<file path="src/rtl/corevx_tlb.sv">
// corevx_tlb: fully-associative translation cache in front of the page table walker.
// Lookups return access bits and PPN one cycle after acceptance, or a miss.
// Fills come from the walker; replacement is round-robin with in-place overwrite
// when the VPN is already cached. Invalidate flushes everything.
// Optional build macro COREVX_TLB_STATS_EN adds free-running hit/miss counters.
//
// Handshake: a lookup is accepted at a rising edge when resolve_request and
// resolve_ack are both high; resolve_done pulses for exactly the next cycle and
// qualifies resolve_miss / resolve_access_bits / resolve_physical_address, which
// otherwise hold their last value.
module corevx_tlb #(
    parameter int ENTRIES = 16
) (
    input  logic        clk,
    input  logic        rst_n,
    input  logic        invalidate,
    input  logic        resolve_request,
    output logic        resolve_ack,
    input  logic [19:0] virtual_address,
    output logic        resolve_done,
    output logic        resolve_miss,
    output logic [7:0]  resolve_access_bits,
    output logic [21:0] resolve_physical_address,
`ifdef COREVX_TLB_STATS_EN
    output logic [31:0] stat_hit_count,
    output logic [31:0] stat_miss_count,
`endif
    input  logic        new_entry_write,
    input  logic [19:0] new_entry_virtual_address,
    input  logic [7:0]  new_entry_access_bits,
    input  logic [21:0] new_entry_physical_address
);

    localparam int ENTRIES_W = $clog2(ENTRIES);

    // Entry storage
    logic [ENTRIES-1:0] valid_q, valid_d;
    logic [19:0]        vpn_q [ENTRIES];
    logic [19:0]        vpn_d [ENTRIES];
    logic [7:0]         acc_q [ENTRIES];
    logic [7:0]         acc_d [ENTRIES];
    logic [21:0]        ppn_q [ENTRIES];
    logic [21:0]        ppn_d [ENTRIES];
    logic [ENTRIES_W-1:0] victim_q, victim_d;

    // Registered lookup result
    logic        done_q, done_d;
    logic        miss_q, miss_d;
    logic [7:0]  racc_q, racc_d;
    logic [21:0] rppn_q, rppn_d;

    // Associative match results
    logic                 look_hit;
    logic [ENTRIES_W-1:0] look_idx;
    logic                 fill_hit;
    logic [ENTRIES_W-1:0] fill_idx;
    logic                 accept;
    logic                 fill_en;
    logic [ENTRIES_W-1:0] wr_idx;

    assign resolve_ack              = !invalidate;
    assign accept                   = resolve_request && resolve_ack;
    assign fill_en                  = new_entry_write && new_entry_access_bits[0] && !invalidate;
    assign resolve_done             = done_q;
    assign resolve_miss             = miss_q;
    assign resolve_access_bits      = racc_q;
    assign resolve_physical_address = ppn_sel_unused_guard(rppn_q);

    function automatic logic [21:0] ppn_sel_unused_guard(input logic [21:0] v);
        return v;
    endfunction

    // Compare both the lookup VPN and the fill VPN against every valid entry;
    // duplicates are never created, so at most one index matches each.
    always_comb begin
        look_hit = 1'b0;
        look_idx = '0;
        fill_hit = 1'b0;
        fill_idx = '0;
        for (int i = 0; i < ENTRIES; i++) begin
            if (valid_q[i] && vpn_q[i] == virtual_address) begin
                look_hit = 1'b1;
                look_idx = ENTRIES_W'(i);
            end
            if (valid_q[i] && vpn_q[i] == new_entry_virtual_address) begin
                fill_hit = 1'b1;
                fill_idx = ENTRIES_W'(i);
            end
        end
    end

    // Next-state for the lookup result: updated only on an accepted request.
    always_comb begin
        done_d = accept;
        miss_d = miss_q;
        racc_d = racc_q;
        rppn_d = rppn_q;
        if (accept) begin
            miss_d = !look_hit;
            racc_d = look_hit ? acc_q[look_idx] : 8'h00;
            rppn_d = look_hit ? ppn_q[look_idx] : 22'h0;
        end
    end

    // Next-state for storage: invalidate wins over fill; fills overwrite a
    // same-VPN entry in place, otherwise take the round-robin victim.
    always_comb begin
        valid_d  = valid_q;
        vpn_d    = vpn_q;
        acc_d    = acc_q;
        ppn_d    = ppn_q;
        victim_d = victim_q;
        wr_idx   = fill_hit ? fill_idx : victim_q;
        if (invalidate) begin
            valid_d  = '0;
            victim_d = '0;
        end else if (fill_en) begin
            valid_d[wr_idx] = 1'b1;
            vpn_d[wr_idx]   = new_entry_virtual_address;
            acc_d[wr_idx]   = new_entry_access_bits;
            ppn_d[wr_idx]   = new_entry_physical_address;
            if (!fill_hit) begin
                victim_d = victim_q + ENTRIES_W'(1);
            end
        end
    end

    // State registers with asynchronous active-low reset.
    always_ff @(posedge clk or negedge rst_n) begin
        if (!rst_n) begin
            valid_q  <= '0;
            victim_q <= '0;
            done_q   <= 1'b0;
            miss_q   <= 1'b0;
            racc_q   <= 8'h00;
            rppn_q   <= 22'h0;
            for (int i = 0; i < ENTRIES; i++) begin
                vpn_q[i] <= '0;
                acc_q[i] <= '0;
                ppn_q[i] <= '0;
            end
        end else begin
            valid_q  <= valid_d;
            victim_q <= victim_d;
            done_q   <= done_d;
            miss_q   <= miss_d;
            racc_q   <= racc_d;
            rppn_q   <= rppn_d;
            for (int i = 0; i < ENTRIES; i++) begin
                vpn_q[i] <= vpn_d[i];
                acc_q[i] <= acc_d[i];
                ppn_q[i] <= ppn_d[i];
            end
        end
    end

`ifdef COREVX_TLB_STATS_EN
    logic [31:0] hit_cnt_q, hit_cnt_d;
    logic [31:0] miss_cnt_q, miss_cnt_d;

    assign stat_hit_count  = hit_cnt_q;
    assign stat_miss_count = miss_cnt_q;

    // Count each done pulse as a hit or a miss; invalidate does not clear these.
    always_comb begin
        hit_cnt_d  = hit_cnt_q;
        miss_cnt_d = miss_cnt_q;
        if (done_q) begin
            if (miss_q) begin
                miss_cnt_d = miss_cnt_q + 32'd1;
            end else begin
                hit_cnt_d = hit_cnt_q + 32'd1;
            end
        end
    end

    // Counter registers.
    always_ff @(posedge clk or negedge rst_n) begin
        if (!rst_n) begin
            hit_cnt_q  <= '0;
            miss_cnt_q <= '0;
        end else begin
            hit_cnt_q  <= hit_cnt_d;
            miss_cnt_q <= miss_cnt_d;
        end
    end
`endif

endmodule

</file>
<file path="config.mk">
export PLATFORM = sky130hd
export DESIGN_NAME = corevx_tlb
export DESIGN_NICKNAME = d
export VERILOG_FILES = /design/src/rtl/corevx_tlb.sv
export SDC_FILE = /design/constraint.sdc
export NUM_CORES = 2
export LEC_CHECK = 0
export CAP_MARGIN = 20
export CORE_ASPECT_RATIO = 0.8
export CORE_UTILIZATION = 40
export DETAILED_ROUTE_END_ITERATION = 12
export DONT_BUFFER_PORTS = 1
export PLACE_DENSITY_LB_ADDON = 0.08
export RECOVER_POWER = 50
export SLEW_MARGIN = 20
export SYNTH_ARGS = -nofsm -noshare
export SYNTH_HDL_FRONTEND = slang
export SYNTH_SLANG_ARGS = --single-unit
</file>
<file path="constraint.sdc">
create_clock -name clk -period 3.7 [get_ports clk]
set_input_delay 0.185 -clock clk [delete_from_list [all_inputs] [get_ports clk]]
set_output_delay 0.185 -clock clk [all_outputs]
set_load 0.02 [all_outputs]
</file>
Yosys cells after proc, flatten, opt, wreduce, memory -nomap -nowiden. Index checks and enable logic that the tools add are counted.

Output and inout bits: 33. Register bits after elaboration: 852. Logic and storage cells: 226. Input port bits: 75.

Reductions and logical operators: 42. Equal/unequal tests: 33. Bitwise operators: 4. Add/subtract/negate cells: 1. Magnitude comparators: 5. Muxes and demuxes: 87.

Operators with widths (number): $eq A20 B20 Y1 (32); $bwmux W352 (1); $bwmux W320 (1); $bwmux W128 (1); $mux W4 (32); $bmux W22 S4 (1); $demux W22 S4 (1); $mux W22 (4); $demux W20 S4 (1); $logic_and A1 B1 Y1 (37); $mux W1 (35); $bmux W8 S4 (1); $demux W8 S4 (1); $mux W16 (2); $mux W8 (4); $mux W20 (1); $or A16 B16 Y16 (1); $ge A5 B5 Y1 const B (2); $not A4 Y5 (2); $lt A4 B5 Y1 const B (1); $lt A5 B1 Y1 const B (1); $add A4 B1 Y4 const B (1); $demux W1 S4 (1); $ge A4 B1 Y1 const B (1); other kinds (5) (7).

Logic depth before layout (Yosys ltp).
Depth in word-level cells: 26. Mapped depth: 15. Depth with buffers taken out: 10.

Worst setup path after synthesis. No wires, ideal clock.

Path kind: register to register. From: register vpn_q[263] in the netlist's numbering. To: register rppn_q[10], in the netlist resolve_physical_address[10]. Data arrival time: 3.181 ns. Library setup time: 0.132 ns. Path buffers: 3. Required time: 3.568 ns. Clock period less this slack: 3.313 ns. Setup slack: 0.387 ns. Stages on the path, launching flop included: 14. Cells stage by stage: dfrtp_1 -> xor2_1 -> or4_4 -> nor4_4 -> a211oi_1 -> o311a_1 -> o211a_1 -> buf_6 -> a2111oi_4 -> buf_6 -> buf_8 -> nand2b_1 -> a221oi_1 -> o21ai_1.

Cells in the longest elaborated chain, start to end: 21. Elaborated cells between the ends (all ways): 35.

Ends and longest elaborated chain: start: declaration (RTL line 38) `logic [19:0] vpn_q [ENTRIES];`; start signal: indexed assignment (RTL line 150) `vpn_q[i] <= vpn_d[i];`; $eq A20 B20 Y1 * (RTL line 81) `if (valid_q[i] && vpn_q[i] == virtual_address) begin`; $logic_and A1 B1 Y1 * (RTL line 81); $mux W4 (14 in a row) (RTL line 81); $not A4 Y5 (implied by the code) (RTL line 101) `rppn_d = look_hit ? ppn_q[look_idx] : 22'h0;`; $bmux W22 S4 (RTL line 101); $mux W22 (implied by the code) (2 in a row) (RTL line 101); $mux W22 * (RTL line 101); end signal: assignment (RTL line 148) `rppn_q <= rppn_d;`; end: declaration (RTL line 50) `logic [21:0] rppn_q, rppn_d;`.

Mark *: on every way between the ends. The rest lies on a longest branch, timed or not. The select of a mux whose other input is x is not followed. A chain may end at the register's enable or synchronous reset.

Worst setup path in the final report.
From: register vpn_q[216] in the netlist's numbering. To: register vpn_q[68] in the netlist's numbering.

Cells in the longest elaborated chain, start to end: 20. Elaborated cells between the ends (all ways): 32.

Ends and longest elaborated chain: $eq A20 B20 Y1 * (RTL line 85) `if (valid_q[i] && vpn_q[i] == new_entry_virtual_address) begin`; $logic_and A1 B1 Y1 * (RTL line 85); $mux W4 / $mux W1 (equally long branches) (11 in a row) (RTL line 85); $mux W4 * (RTL line 113) `wr_idx = fill_hit ? fill_idx : victim_q;`; $not A4 Y5 (implied by the code) * (RTL line 119) `vpn_d[wr_idx] = new_entry_virtual_address;`; $ge A5 B5 Y1 (implied by the code) / $lt A5 B1 Y1 (equally long branches) (RTL line 119); $logic_and A1 B1 Y1 (implied by the code) (RTL line 119); $mux W20 (implied by the code) (RTL line 119); $demux W20 S4 * (RTL line 119); $bwmux W320 * (RTL line 119).

Mark *: on every way between the ends. The rest lies on a longest branch, timed or not.

==> flow_metrics.tcl <==
set metrics [dict create \
    timing_worst_setup_path_type "reg2reg" \
    post_synth_and_or_nand_nor_area_fraction 0.0809 \
    post_route_cells_drive_above_1_share 0.354 \
    async_reset_ff_frac 1.00 \
    yosys.area_share.xor_xnor 0.125 \
    synth_most_common_cell "sky130_fd_sc_hd__dfrtp_1" \
    synth-adder-area-share 0.000280 \
    regToRegEndpoint "vpn_q[68]" \
    crit_required_ns 4.27 \
    worstHoldPathType "in2async" \
    rr_worst_depth 12 \
    finalHoldViolations 0 \
    min_period_over_period 0.998 \
    outcome "complete, but fails checks" \
    clockRootBuffer "sky130_fd_sc_hd__clkbuf_16" \
    synthDominantAreaCellType "sky130_fd_sc_hd__dfrtp_1" \
    tritoncts.num_buffers 96 \
    report.power.total_w 0.0225 \
    synth_top_cell_area_share 0.477 \
    floorplan.die.height_um 301 \
    post_synthesis_cell_type_count 71 \
    top_level_ports 108 \
    antenna_left 0 \
    gp_congestion 0.873 \
    post_synth_edffs 0 \
    clk_latency_ns 0.70 \
    critPathMaxFanout 7 \
    start_util 0.404 \
    critical_path_endpoint_category "flop" \
    clk_pin_slew_worst_paths_ns 0.06 \
    dpl.cell_count 5068 \
    syn-cell-area_um2 44700 \
    cellPowerDensity_nw_per_um2 419 \
    wl_per_cell_um 31.3 \
    count_of_max_cap_constraint_violations 1 \
    worst-slew-pin-transition_ns 2.13 \
    numPortBuffers 0 \
    cts_tree "done" \
    cp-start-kind "flop" \
    synth_ff_type "sky130_fd_sc_hd__dfrtp_1" \
    place_hpwl_mm 86.2 \
    floorplan.core_area_um2 111000 \
    routed_wirelength_mm 169 \
    clock_sinks 852 \
    post_synth_main_area_contributors "sky130_fd_sc_hd__dfrtp_1 48%, sky130_fd_sc_hd__mux2_2 21%, sky130_fd_sc_hd__xnor2_1 9.5%, sky130_fd_sc_hd__xor2_1 3.0%, sky130_fd_sc_hd__nand4_1 2.3%" \
    areaGrowthSynthToFinish_pct 20.4 \
    htree_num_levels 3 \
    avgViaCountPerCell 5.95 \
    die_width_um 376 \
    grt_pass1_wl_mm 235 \
    relative_max_transition_margin -0.423 \
    worst_ep_arrival_time_ns 4.26 \
    number_of_synthesized_register_bits 852 \
    synth.cells.most_frequent "852 x sky130_fd_sc_hd__dfrtp_1, 814 x sky130_fd_sc_hd__mux2_2, 487 x sky130_fd_sc_hd__xnor2_1" \
    multiplexer_area_fraction_after_synthesis 0.225 \
    finalClockSkew_ns 0.0251 \
    post_synth.cell_area_avg_um2 12.1 \
    r2r_start "vpn_q[216]" \
    grt_setup_unrepaired "yes" \
    fp-row-count 109 \
    final-max-slew-violation-count 156 \
    ctsLongestPathBuffers 3 \
    max_freq_mhz 271 \
    area_fraction_in_compound_gates_after_synthesis 0.0512 \
    total_of_warnings_raised_by_yosys 0 \
    grt-ovfl-total 0 \
    failing_checks "max-capacitance violations, max-slew violations" \
    period_needed_ns 3.69 \
    synth_top_family_by_area "multiplexers" \
    setup_viol 0 \
    grt_max_degree 853 \
    finalNonFillerCells 5400 \
    static-leakage-power_nw 24.1 \
    synth_seq_area_share 0.477 \
    dr.pass1.iters 5 \
    postSynthNetCount 3781 \
    fp.dieArea_um2 113000 \
    ir_drop_v 0.000392 \
    grt_util_all_layers 0.289 \
    synthCells 3705 \
    utilization_of_the_core_after_routing 0.487 \
    routed-via-count 32151 \
    timing.reg2reg.setup_slack_ns 0.007 \
    antenna_found_initial 13 \
    route.detailed.drc 0 \
    layout.nets 3896 \
    violation_count_after_the_first_detailed_route_iteration 3148 \
    grt_pass1_vias 31984 \
]
==> critical path, cell delays in order (launching register included) <==
cell and delay, ns:
sky130_fd_sc_hd__dfrtp_1 0.41, sky130_fd_sc_hd__xor2_1 0.18, sky130_fd_sc_hd__nor4_2 0.32, sky130_fd_sc_hd__nand4_1 0.17, sky130_fd_sc_hd__or4_4 0.47, sky130_fd_sc_hd__a311o_1 0.40, sky130_fd_sc_hd__a211o_1 0.37, sky130_fd_sc_hd__a21oi_2 0.13
sky130_fd_sc_hd__buf_4 0.13, sky130_fd_sc_hd__and3b_4 0.35, sky130_fd_sc_hd__buf_12 0.16, sky130_fd_sc_hd__clkbuf_16 0.16, sky130_fd_sc_hd__mux2_4 0.30
==> stage by stage <==
stage	hold slack [ns]	worst slack (ns)	area, um^2	TNS [ns]
global route	0.0760	-0.114	53800	-21.25
CTS	-0.775	-0.000747	52200	-0.000747
finish	0.0506	0.00748	53800	0
detailed placement	-0.0340	-0.283	47300	-22.33
floorplan	-0.111	0.387	44700	0
global placement	-0.0457	-0.300	47200	-21.33
==> cell usage in the layout (no fill, tap or decap), drive strengths merged, types with 11 or more instances in the layout <==
cell and instances:
inv 75, o21ai 72, nand3 57, dlygate4sd3 56, o31a 29, buf 255, nor4b 11, nand2b 67
bufinv 12, o221ai 29, a221oi 88, nor2 47, clkbuf 158, xnor2 487, nor4 77, or3 32
dfrtp 852, mux2i 90, nand2 76, o22ai 30, or2 15, xor2 153, nand4 164, mux2 814
clkinv 21
==> metal layers <==
metal / wire [um] / vias up / global-route usage
li1: - / 13487 / -
met1: 77200 / 16895 / 0.421
met2: 71600 / 1369 / 0.419
met3: 13600 / 390 / 0.0655
met4: 6330 / 10 / 0.0967
met5: 69 / - / 0
==> final cells by class <==
| class | count | area (um^2) |
|---|---|---|
| Antenna cell | 3 | 7.51 |
| Clock buffer | 140 | 2810 |
| Clock inverter | 37 | 562 |
| Fill cell | 9657 | 56800 |
| Inverter | 75 | 282 |
| Multi-Input combinational cell | 2466 | 22700 |
| Sequential cell | 852 | 21300 |
| Tap cell | 1498 | 1870 |
| Timing Repair Buffer | 329 | 4320 |
==> kinds of logic (layout without fill, tap and decap cells) <==
family	count (synthesis)	after routing
AOI/OAI and AO/OA	304	304
xor gates and xnor gates	640	640
adders and majority gates	1	1
buffers and inverters	388	581
DFF	852	852
muxes	904	904
other	0	3
and+or+nand+nor	616	617
==> worst max path at each step <==
stage / to / depth (start not counted) / slack (ns) / from
global route: vpn_q[60] / 14 / -0.11 / vpn_q[254]
detailed placement: resolve_access_bits[5] / 12 / -0.28 / vpn_q[196]
CTS: resolve_access_bits[5] / 12 / -0.0007 / vpn_q[205]
global placement: resolve_access_bits[5] / 12 / -0.30 / vpn_q[198]
floorplan: resolve_physical_address[10] / 13 / 0.39 / vpn_q[263]
finish: vpn_q[68] / 12 / 0.007 / vpn_q[216]
==> power breakdown <==
| group | internal, W | switching, W |
|---|---|---|
| Clock | 0.00611 | 0.00415 |
| Sequential | 0.00977 | 0.000374 |
| Combinational | 0.00108 | 0.00105 |
==> flip-flops by register name (all words and copies together) (netlist names) <==
name and count:
resolve_access_bits 8, resolve_miss 1, victim_q 4, acc_q 128
resolve_done 1, valid_q 16, vpn_q 320, ppn_q 352
resolve_physical_address 22
==> timing repair <==
item,4_1_cts,5_1_grt
setup buffers,17,32
hold buffers,75,2
pin swaps,21,50
gates resized for setup,56,152
cloned,5,20
endpoints found under the setup margin,334,364
hold endpoints to repair,1650,372
Power figures use the tool's default switching activity.
